`src/rtl/seq_pkg.sv`:
```
// seq_pkg: FSM state encoding and default pattern shared by the sequence generator and detector
package seq_pkg;
  typedef logic [1:0] state_t;
  localparam state_t IDLE   = 2'd0;
  localparam state_t SEND   = 2'd1;
  localparam state_t GAP    = 2'd2;
  localparam state_t FINISH = 2'd3;
  localparam logic [3:0] DEF_PATTERN = 4'b0110;
endpackage

```
`src/rtl/sequence_generator.sv`:
```
// sequence_generator: serialises a fixed bit pattern MSB first, repeated count times with optional idle gaps
module sequence_generator
  import seq_pkg::*;
#(
  parameter int PAT_W = 4,
  parameter logic [PAT_W-1:0] PATTERN = DEF_PATTERN,
  parameter int CNT_W = 4,
  parameter logic IDLE_BIT = 1'b1
) (
  input  logic             clk,
  input  logic             rst,
  input  logic             start,
  input  logic [CNT_W-1:0] count,
  input  logic             gap_en,
  output logic             x,
  output logic             x_valid,
  output logic             busy,
  output logic             done
);
  localparam int BW = PAT_W > 1 ? $clog2(PAT_W) : 1;
  localparam logic [BW-1:0] LAST = BW'(PAT_W - 1);
  localparam logic [CNT_W-1:0] ONE = 1;
  state_t state_q, state_d;
  logic [BW-1:0] bit_q, bit_d;
  logic [CNT_W-1:0] rem_q, rem_d;
  logic gap_q, gap_d;
  logic last, go;
  // Next state, bit index and remaining repetitions; count and gap_en are only sampled on an accepted start
  always_comb begin
    last = bit_q == LAST;
    go = state_q == IDLE && start;
    state_d = state_q == IDLE ? (start ? (count == '0 ? FINISH : SEND) : IDLE) :
              state_q == SEND ? (last ? (rem_q == ONE ? FINISH : gap_q ? GAP : SEND) : SEND) :
              state_q == GAP  ? SEND : IDLE;
    bit_d = (state_q == SEND && !last) ? bit_q + BW'(1) : '0;
    rem_d = go ? count : (state_q == SEND && last) ? rem_q - ONE : rem_q;
    gap_d = go ? gap_en : gap_q;
  end
  // State registers plus outputs registered from the next state so x lines up with the state it describes
  always_ff @(posedge clk or posedge rst) begin
    if (rst) begin
      state_q <= IDLE;
      bit_q   <= '0;
      rem_q   <= '0;
      gap_q   <= 1'b0;
      x       <= IDLE_BIT;
      x_valid <= 1'b0;
      busy    <= 1'b0;
      done    <= 1'b0;
    end else begin
      state_q <= state_d;
      bit_q   <= bit_d;
      rem_q   <= rem_d;
      gap_q   <= gap_d;
      x       <= state_d == SEND ? PATTERN[LAST - bit_d] : IDLE_BIT;
      x_valid <= state_d == SEND;
      busy    <= state_d != IDLE;
      done    <= state_d == FINISH;
    end
  end
endmodule

```
`config.mk`:
```
export PLATFORM = sky130hd
export DESIGN_NAME = sequence_generator
export DESIGN_NICKNAME = d
export VERILOG_FILES = /design/src/rtl/seq_pkg.sv /design/src/rtl/sequence_generator.sv
export SDC_FILE = /design/constraint.sdc
export NUM_CORES = 1
export LEC_CHECK = 0
export CAP_MARGIN = 20
export CORE_MARGIN = 4
export CORE_UTILIZATION = 44
export DETAILED_ROUTE_END_ITERATION = 10
export GPL_ROUTABILITY_DRIVEN = 0
export PLACE_DENSITY = 0.74
export SLEW_MARGIN = 15
export SYNTH_ARGS = -nofsm -noshare
export SYNTH_HDL_FRONTEND = slang
export SYNTH_SLANG_ARGS = --single-unit
```
`constraint.sdc`:
```
create_clock -name clk -period 1.33 [get_ports clk]
set_input_delay 0.399 -clock clk [delete_from_list [all_inputs] [get_ports clk]]
set_output_delay 0.399 -clock clk [all_outputs]
set_load 0.02 [all_outputs]
```
======== Word-level counts from Yosys, hierarchy flattened ========
Cells that the tools add are included.
operators by class
  add/sub/neg operators ................... 3
  multiply operators ...................... 0
  div/mod/pow operators ................... 0
  $lt $le $gt $ge ......................... 1
  equality and inequality tests ........... 6
  shift operators ......................... 0
  mux-type cells .......................... 14
  bitwise gates (word level) .............. 0
  reductions and logical operators ........ 8
operators with widths
  kind                                                                  count
  2-bit two-way mux                                                     8
  4-bit two-way mux                                                     2
  2-bit == test, second input constant                                  3
  2-bit by 1-bit == test with 1-bit output, second input constant       2
  4-bit by 1-bit == test with 1-bit output, second input constant       1
  4-bit logical NOT                                                     1
  2-bit nonzero test                                                    2
  4-bit by 1-bit subtractor with 4-bit output, second input constant    1
  1-bit logical AND                                                     3
  2-bit by 3-bit < comparator with 1-bit output, second input constant  1
  1-bit two-way mux                                                     3
  2-bit by 1-bit adder with 2-bit output, second input constant         1
  1-bit binary-select mux with 2-bit select                             1
  2-bit logical NOT                                                     1
  2-bit subtractor, first input constant                                1
  1-bit logical NOT                                                     1
word-level totals
  register bits after elaboration ......... 13
  latch bits .............................. 0
  bits in writable memories ............... 0
  ROM bits ................................ 0
  input bits .............................. 8
  logic and storage cells ................. 40
  memories kept ........................... 0

======== Logic depth before layout (Yosys ltp) ========
Gate-level depths: netlist of run 1.
  depth in word-level cells ............... 8
  gate-level depth with buffers ........... 5
  gate-level depth less buffers ........... 5

======== Worst setup path after synthesis of run 1 ========
No wires, ideal clock.
  path type ............................... register -> register
  start point ............................. register rem_q[1]
  end point ............................... register x_valid
  library setup time ...................... 0.120 ns
  arrival time ............................ 1.342 ns
  path slack .............................. -0.132 ns
  cell stages (with the launch flop) ...... 6
  path through ............................ dfrtp_1 inv_1 ha_1 or3b_4 a21o_2 and3_1
on the way
  cells in the longest elaborated chain, start to end .. 6
RTL lines
  item                                      RTL line                  RTL
  from (decl)                               sequence_generator.sv:25  logic [CNT_W-1:0] rem_q, rem_d;
  from (signal assigned)                    sequence_generator.sv:53  rem_q <= rem_d;
  4-bit by 1-bit == test with 1-bit output  sequence_generator.sv:33  state_q == SEND ? (last ? (rem_q == ONE ? FINISH : gap_q ? GAP : SEND) : SEND) :
  2-bit two-way mux (3 in series)           sequence_generator.sv:33
  2-bit two-way mux                         sequence_generator.sv:32  state_d = state_q == IDLE ? (start ? (count == '0 ? FINISH : SEND) : IDLE) :
  2-bit by 1-bit == test with 1-bit output  sequence_generator.sv:56  x_valid <= state_d == SEND;
  to (signal assigned)                      sequence_generator.sv:47  x_valid <= 1'b0;
  to (signal assigned)                      sequence_generator.sv:56
  to (decl)                                 sequence_generator.sv:16  output logic x_valid,
Every way passes these cells.
A chain may end at the register's enable or synchronous reset.

======== Worst setup path in the final report of run 1 ========
  start point ............................. register rem_q[1]
  end point ............................... register done
on the way
  cells in the longest elaborated chain, start to end .. 6
RTL lines
  item                                      RTL line                  RTL
  4-bit by 1-bit == test with 1-bit output  sequence_generator.sv:33
  2-bit two-way mux (3 in series)           sequence_generator.sv:33
  2-bit two-way mux                         sequence_generator.sv:32
  named net state_d[0]                      sequence_generator.sv:23  state_t state_q, state_d;
  2-bit == test                             sequence_generator.sv:58  done <= state_d == FINISH;
  to (signal assigned)                      sequence_generator.sv:49  done <= 1'b0;
  to (signal assigned)                      sequence_generator.sv:58
  to (decl)                                 sequence_generator.sv:18  output logic done
The timed path passes the listed nets, and every way through them passes these cells.

==> results of run 1 <==
through the flow:
stage	power, mW	hold slack (ns)	worst slack [ns]	instance area (µm²)	util
floorplan	1.32	0.275	-0.0969	659	-
global placement	1.72	0.524	-0.352	911	0.675
detailed placement	1.75	0.537	-0.375	911	0.675
CTS	2.09	0.403	-0.206	1000	0.742
global route	2.43	0.406	-0.266	1040	0.773
finish	2.25	0.403	-0.222	1040	0.773
metal layers:
metal | track usage | up-vias | part of all wire | wire length [µm]
met5 | 0 | - | 0 | 0
met4 | 0.125 | 0 | 0.017 | 29
met3 | 0.0352 | 4 | 0.027 | 45
met2 | 0.294 | 11 | 0.49 | 823
met1 | 0.206 | 283 | 0.47 | 789
li1 | - | 278 | - | -
kinds of logic (layout without fill, tap and decap cells):
kind of cell,after synthesis,after routing,share of synthesized area
XOR/XNOR,1,1,0.0135
AND/OR/NAND/NOR,23,23,0.229
AO/OA/AOI/OAI,9,9,0.137
multiplexers,2,2,0.0308
adder cells (fa/ha/maj),3,3,0.0577
buffers and inverters,5,42,0.0308
flip-flops,13,13,0.502
power groups by stage:
stage | Clock (mW) | Sequential (mW) | Combinational (mW)
2_1_floorplan | 0 | 0.764 | 0.556
3_3_place_gp | 0 | 0.671 | 1.05
3_5_place_dp | 0 | 0.680 | 1.07
4_1_cts | 0.259 | 0.689 | 1.14
5_1_grt | 0.287 | 0.734 | 1.41
6_report | 0.246 | 0.716 | 1.29
state kept, by name, indices dropped and copies added, names as in the netlist:
| register | cells |
|---|---|
| done | 1 |
| busy | 1 |
| gap_q | 1 |
| rem_q | 4 |
| x | 1 |
| x_valid | 1 |
| bit_q | 2 |
| state_q | 2 |
layout make-up:
cell class | instances | share of cell area
sequential | 13 | 0.314
clock buffer | 3 | 0.0216
inverter | 4 | 0.0144
tap | 15 | 0.0180
clock inverter | 1 | 0.00480
timing repair buffer | 34 | 0.270
multi-input combinational | 38 | 0.357
path summary, 6_finish.rpt:
path	start	end	cells past startpoint
worst max-delay path	rem_q[1]$_DFFE_PP0P_	done$_DFF_PP0_	5
worst min-delay path	rst	busy$_DFF_PP0_	3
worst max register to register	rem_q[1]$_DFFE_PP0P_	done$_DFF_PP0_	5
worst min register to register	gap_q$_DFFE_PP0P_	gap_q$_DFFE_PP0P_	2
max in group asynchronous	rst	x$_DFF_PP1_	3
min in group clk	gap_q$_DFFE_PP0P_	gap_q$_DFFE_PP0P_	2
cell usage in the layout, fill, tap and decap left out, types with 2 or more instances in the layout:
cell | netlist | layout
buf_4 | 0 | 21
a221o_1 | 2 | 2
mux2i_1 | 2 | 2
nor3_1 | 5 | 4
ha_4 | 0 | 3
nor2b_1 | 2 | 2
clkdlybuf4s50_1 | 0 | 6
nand3b_1 | 2 | 2
dfrtp_1 | 12 | 11
nor3b_1 | 3 | 2
nand2_1 | 3 | 2
clkbuf_4 | 0 | 3
buf_6 | 0 | 2
inv_1 | 4 | 3
buf_2 | 1 | 2
and3_1 | 2 | 2
clkdlybuf4s15_2 | 0 | 2
worst min-delay path, cell delays in order:
cell and delay, ns:
clkdlybuf4s50_1 0.39, inv_1 0.05, buf_4 0.20
timing repair:
item | CTS | global route
gates resized for setup | 21 | 10
pin swaps | 2 | 4
setup buffers | 3 | 4
endpoints found under the setup margin | 11 | 12
cloned | 1 | 0
==> results.cfg, run 1 <==
[status]
status = finished with violations
violations = negative setup slack

[power_and_ir_drop]
seq_power_share = 0.318
p_sw_mw = 0.822
comb_power_share = 0.572
p_leak_nw = 0.474
internal_power_mw = 1.43
p_per_area_nw_per_um2 = 2160
pwr-share-clk = 0.110
sw_frac_of_total = 0.366
ir_drop_uv = 1260

[floorplan]
die_h_um = 46.5
io_pins = 12
dieArea_um2 = 2160
row_count = 13
dieWidth_um = 46.5
initial_utilization = 0.482
core_area_um2 = 1350

[cells_and_area]
insertedDiodeCount = 0
stdcell_count = 108
multi_input_area_um2 = 373
drive_above_1_share = 0.505
regArea_um2 = 328
fin_nets = 105
fillers = 86
area_delta_synth_final_pct = 60.4

[synth]
ys_warn_count = 0
netlist_area_um2 = 651
yosys.area.top_type = dfrtp_1
synth.avg_cell_area_um2 = 11.6
yosysUniqueCellTypes = 27
syn-num-nets = 67
yosys-top-cells-count = 12 x dfrtp_1, 5 x nor3_1, 4 x inv_1
ys_seq_elements = 13
yosysTopAreaCellShare = 0.462
synthTopCellsByArea = dfrtp_1 46%, ha_1 5.8%, a221oi_4 4.0%
seq_area_frac_synth = 0.502
synth_enable_flop_cells = 0
syn-instance-count = 56
synthFlopType = dfrtp_1
async_flop_share = 1.00
synth.most_common_cell = dfrtp_1

[setup_path]
cp_cell_sequence = inv_2 -> ha_4 -> or3b_4 -> a221oi_4 -> a21boi_2
crit_path_start_kind = register
r2r_setup_slack_ns = -0.22
crit_fanout = 4
cp_data_required_time_ns = 1.54
end_kind = register
arrival_ns = 1.76
slowest_stage = dfrtp_1
critPathMaxStageDelay_ns = 0.40
path_class = register to register
cp_top_family = compound AO/OA/AOI/OAI gates
critical_path_buf_inv_count = 1

[drt]
ant_nets = 0
drcViolationCount = 0
via_per_inst = 5.33
drt_wl_total_um = 1690
firstDrtPassIters = 4
drt_iter0_drc = 12
post_drt_wl_per_cell_um = 15.6
num_vias = 576

[timing]
slew-limit-headroom = 0.798
rsz0062_at_grt = true
timing.setup.tns_ns = -1.02
clock_skew_ns = 0.00375
max_freq_mhz = 644
drv_slew = 0
tightestPinTransition_ns = 0.303
min_period_ns = 1.55
finalHoldViolCount = 0
fin_crit_sh = 1.17
setup_ws_ns = -0.222
setup_viol = 9

[cts]
tritoncts = built
clock_path_buffers = 2
cts_sinks = 13
clkLatencyLatePin_ns = 0.28
cts_buffers = 3
clockRootBuffer = clkbuf_4
htreeDepth = 1
hold_buffers = 0
clk_pin_slew_ns = 0.08

[global_route]
grt_pass1_wl_um = 2640
grt_remaining_overflow = 0
groute.usage.overall = 0.179
grt_max_degree = 14
antenna_found_initial = 0
grt_pass1_vias = 626

[run]
maxCapViolCount = 0

[hold_path]
min_path_type = primary input to asynchronous set/reset pin

[place]
dp.cells = 98
port_buffers = 11
dp_hpwl_um = 1000
No activity file was read; power rests on OpenSTA's default activity.
==> inputs of run 2 (changes only) <==
--- a/config.mk
+++ b/config.mk
@@ -7,10 +7,11 @@
 export LEC_CHECK = 0
 export CAP_MARGIN = 20
 export CORE_MARGIN = 4
-export CORE_UTILIZATION = 44
+export CORE_UTILIZATION = 45
+export CTS_BUF_LIST = sky130_fd_sc_hd__clkbuf_4 sky130_fd_sc_hd__clkbuf_8
 export DETAILED_ROUTE_END_ITERATION = 10
 export GPL_ROUTABILITY_DRIVEN = 0
-export PLACE_DENSITY = 0.74
+export PLACE_DENSITY = 0.75
 export SLEW_MARGIN = 15
 export SYNTH_ARGS = -nofsm -noshare
 export SYNTH_HDL_FRONTEND = slang
==> constraint.sdc (replaced) <==
create_clock -name clk -period 1.29 [get_ports clk]
set_input_delay 0.387 -clock clk [delete_from_list [all_inputs] [get_ports clk]]
set_output_delay 0.387 -clock clk [all_outputs]
set_load 0.02 [all_outputs]
==> results.cfg, run 2 (synthesized netlist as in run 1, its figures left out) <==
[global_route]
groute.usage.overall = 0.163
grt_pass1_vias = 567
grt_pass1_wl_um = 2420
grt_remaining_overflow = 0
antenna_found_initial = 0
grt_max_degree = 14

[drt]
ant_nets = 0
firstDrtPassIters = 4
via_per_inst = 5.42
drcViolationCount = 0
drt_wl_total_um = 1710
post_drt_wl_per_cell_um = 16.3
num_vias = 569
drt_iter0_drc = 16

[setup_path]
crit_path_start_kind = register
slowest_stage = dfrtp_1
critical_path_buf_inv_count = 1
end_kind = register
crit_fanout = 4
arrival_ns = 1.76
cp_top_family = simple AND/OR/NAND/NOR gates
cp_data_required_time_ns = 1.50
path_class = register to register
critPathMaxStageDelay_ns = 0.40
cp_cell_sequence = inv_2 -> ha_4 -> or3b_4 -> a221oi_4 -> and3_1

[cells_and_area]
largest_reg_flops = 4
stdcell_count = 105
regArea_um2 = 328
regMostFlops = rem_q
drive_above_1_share = 0.467
mostFrequentLayoutCells = 19 x buf_4, 11 x dfrtp_1, 6 x clkdlybuf4s50_1
reg.largest.list = rem_q x4, bit_q x2, state_q x2
fin_nets = 102
multi_input_area_um2 = 360
fillers = 86
layout_commonest_cell = buf_4
insertedDiodeCount = 0
area_delta_synth_final_pct = 53.5

[floorplan]
dieArea_um2 = 2120
row_count = 13
dieWidth_um = 46.0
initial_utilization = 0.488
core_area_um2 = 1330
die_h_um = 46.0
io_pins = 12

[power_and_ir_drop]
p_sw_mw = 0.857
p_per_area_nw_per_um2 = 2270
sw_frac_of_total = 0.378
p_leak_nw = 0.461
internal_power_mw = 1.41
pwr-share-clk = 0.113
seq_power_share = 0.325
comb_power_share = 0.561
p_total_mw = 2.27
ir_drop_uv = 1420

[timing]
fin_crit_sh = 1.20
slew-limit-headroom = 0.775
tightestPinTransition_ns = 0.336
setup_ws_ns = -0.254
finalHoldViolCount = 0
setup_viol = 9
max_freq_mhz = 648
drv_slew = 0
holdWs_ns = 0.388
clock_skew_ns = 0.000547
rsz0062_at_grt = true
min_period_ns = 1.54
timing.setup.tns_ns = -1.09

[place]
port_buffers = 11
dp.cells = 96
dp_hpwl_um = 971
pre_cts_slack_ns = -0.391

[cts]
htreeDepth = 1
clkLatencyLatePin_ns = 0.27
clock_path_buffers = 2
clockRootBuffer = clkbuf_4
tritoncts = built
cts_buffers = 3
cts_sinks = 13
clk_pin_slew_ns = 0.09

[status]
violations = negative setup slack
status = finished with violations

[hold_path]
min_path_type = primary input to asynchronous set/reset pin

[run]
maxCapViolCount = 0
## run 2: path summary, 6_finish.rpt
kind / startpoint / depth (start not counted) / slack, ns / to
min: rst / 3 / 0.39 / rem_q[1]$_DFFE_PP0P_
max: rem_q[1]$_DFFE_PP0P_ / 5 / -0.25 / x_valid$_DFF_PP0_
max in group asynchronous: rst / 3 / 0.67 / x$_DFF_PP1_
min reg2reg: rem_q[3]$_DFFE_PP0P_ / 2 / 0.61 / state_q[0]$_DFF_PP0_
min in group clk: rem_q[3]$_DFFE_PP0P_ / 2 / 0.61 / state_q[0]$_DFF_PP0_
max reg2reg: rem_q[1]$_DFFE_PP0P_ / 5 / -0.25 / x_valid$_DFF_PP0_
## run 2: through the flow
| stage | util | instance area, µm² |
|---|---|---|
| 2_1_floorplan | - | 662 |
| 3_3_place_gp | 0.672 | 896 |
| 3_5_place_dp | 0.672 | 896 |
| 4_1_cts | 0.737 | 983 |
| 5_1_grt | 0.749 | 998 |
| 6_report | 0.749 | 998 |
## run 2: final cells by class
class / instances / share of cell area
clock buffers: 3 / 0.0226
inverters: 4 / 0.0150
well taps: 15 / 0.0188
flip-flops and latches: 13 / 0.328
multi-input cells: 38 / 0.361
clock inverters: 1 / 0.00501
repair buffers: 31 / 0.249
## run 2: repair_timing
action                                 in CTS  in global routing
pin swaps                                   2                  4
endpoints found under the hold margin       0                  0
hold buffers                                0                  0
setup buffers                               4                  0
cloned                                      1                  0
resized for setup                          24                  7
setup endpoints to repair                  13                 13
## run 2: routing by layer
metal | track usage | vias to the layer above | share of wire
li1 | - | 272 | -
met1 | 0.205 | 274 | 0.45
met2 | 0.234 | 19 | 0.47
met3 | 0.0553 | 4 | 0.057
met4 | 0.108 | 0 | 0.020
met5 | 0 | - | 0
## run 2: power by group through the flow
stage | clock network, mW | logic (mW) | registers (mW)
3_3_place_gp | 0 | 1.06 | 0.703
4_1_cts | 0.263 | 1.15 | 0.718
3_5_place_dp | 0 | 1.07 | 0.714
6_report | 0.257 | 1.27 | 0.738
2_1_floorplan | 0 | 0.576 | 0.788
5_1_grt | 0.281 | 1.39 | 0.751
## run 2: tightest hold or removal path: cells and delay by family
family	cells	cell delay, ns
buffers and inverters	3	0.64
==> inputs of run 3 (changes only) <==
--- a/config.mk
+++ b/config.mk
@@ -12,6 +12,7 @@
 export DETAILED_ROUTE_END_ITERATION = 10
 export GPL_ROUTABILITY_DRIVEN = 0
 export PLACE_DENSITY = 0.75
+export SKIP_CTS_REPAIR_TIMING = 1
 export SLEW_MARGIN = 15
 export SYNTH_ARGS = -nofsm -noshare
 export SYNTH_HDL_FRONTEND = slang
==> results.cfg, run 3 (synthesized netlist as in run 1, its figures left out) <==
[global_route]
groute.usage.overall = 0.148
grt_remaining_overflow = 0
antenna_found_initial = 0
grt_pass1_wl_um = 2190
grt_pass1_vias = 512
grt_max_degree = 14

[cells_and_area]
regMostFlops = rem_q
area_delta_synth_final_pct = 57.7
final_util = 0.769
drive_above_1_share = 0.438
fin_nets = 101
largest_reg_flops = 4
reg.largest.list = rem_q x4, bit_q x2, state_q x2
insertedDiodeCount = 0
mostFrequentLayoutCells = 18 x buf_4, 11 x dfrtp_1, 6 x clkdlybuf4s50_1
layout_commonest_cell = buf_4

[timing]
setup_viol = 9
setup_ws_ns = -0.285
min_period_ns = 1.58
rsz0062_at_grt = true
finalHoldViolCount = 0
max_freq_mhz = 635
clock_skew_ns = 0.00710
slew-limit-headroom = 0.712
drv_slew = 0
fin_crit_sh = 1.22
tightestPinTransition_ns = 0.431

[floorplan]
row_count = 13
die_h_um = 46.0
initial_utilization = 0.488
dieArea_um2 = 2120
core_area_um2 = 1330
io_pins = 12
dieWidth_um = 46.0

[power_and_ir_drop]
p_per_area_nw_per_um2 = 2230
p_leak_nw = 0.490
ir_drop_uv = 1370
p_total_mw = 2.29

[setup_path]
slowest_stage = dfrtp_1
cp_cell_sequence = inv_2 -> ha_4 -> or3b_4 -> a221oi_4 -> and3_1
crit_fanout = 4
cp_data_required_time_ns = 1.50
arrival_ns = 1.79
end_kind = register
critPathMaxStageDelay_ns = 0.40
crit_path_start_kind = register
path_class = register to register

[cts]
cts_buffers = 3
cts_sinks = 13
clockRootBuffer = clkbuf_4
clock_path_buffers = 2
htreeDepth = 1
tritoncts = built
clk_pin_slew_ns = 0.09
clkLatencyLatePin_ns = 0.28

[drt]
post_drt_wl_per_cell_um = 15.8
via_per_inst = 5.18
num_vias = 539
drt_wl_total_um = 1640
ant_nets = 0
drcViolationCount = 0
drt_iter0_drc = 3
firstDrtPassIters = 4

[place]
port_buffers = 11
dp_hpwl_um = 971

[status]
status = finished with violations
violations = negative setup slack

[run]
maxCapViolCount = 0

[hold_path]
min_path_type = primary input to asynchronous set/reset pin
==> run 3: layer usage <==
metal,track usage,vias to the layer above,share of wire
li1,-,266,-
met1,0.196,258,0.44
met2,0.209,11,0.51
met3,0.0514,4,0.039
met4,0.0795,0,0.013
met5,0,-,0
==> run 3: path summary, 6_finish.rpt <==
kind / slack (ns) / end / cells past startpoint / start
worst max-delay path: -0.29 / x_valid$_DFF_PP0_ / 5 / rem_q[1]$_DFFE_PP0P_
max in group asynchronous: 0.67 / x$_DFF_PP1_ / 3 / rst
worst min-delay path: 0.38 / rem_q[1]$_DFFE_PP0P_ / 3 / rst
worst min register to register: 0.59 / bit_q[0]$_DFF_PP0_ / 2 / bit_q[0]$_DFF_PP0_
min in group clk: 0.56 / busy$_DFF_PP0_ / 4 / start
worst max register to register: -0.29 / x_valid$_DFF_PP0_ / 5 / rem_q[1]$_DFFE_PP0P_
==> run 3: worst max-delay path, delay by kind of cell (launching register included) <==
family                   cells  cell delay [ns]
adder cells (fa/ha/maj)      1             0.12
buffers and inverters        1             0.08
flip-flops                   1             0.40
AO/OA/AOI/OAI                1             0.31
AND/OR/NAND/NOR              2             0.61
==> run 3: area by class of cell <==
| class | count | area (µm²) |
|---|---|---|
| clock buffers | 3 | 22.5 |
| multi-input cells | 38 | 369 |
| repair buffers | 30 | 268 |
| well taps | 15 | 18.8 |
| fillers | 93 | 308 |
| flip-flops and latches | 13 | 328 |
| clock inverters | 1 | 5.00 |
| inverters | 4 | 15.0 |
==> run 3: stage by stage <==
step	hold WS [ns]	std cells	worst slack (ns)	TNS (ns)	cell area (µm²)
after CTS	0.392	100	-0.494	-2.66	923
after detailed placement	0.528	96	-0.391	-3.09	896
final	0.382	104	-0.285	-1.13	1030
after global routing	0.419	104	-0.327	-1.59	1030
after global placement	0.520	96	-0.382	-3.06	896
after floorplan	0.263	56	-0.137	-0.374	662
==> run 3: report_power, final <==
group | internal (mW) | switching, mW | leakage (nW)
Sequential | 0.603 | 0.132 | 0.152
Combinational | 0.711 | 0.588 | 0.321
Clock | 0.115 | 0.143 | 0.0177
Total | 1.43 | 0.863 | 0.490
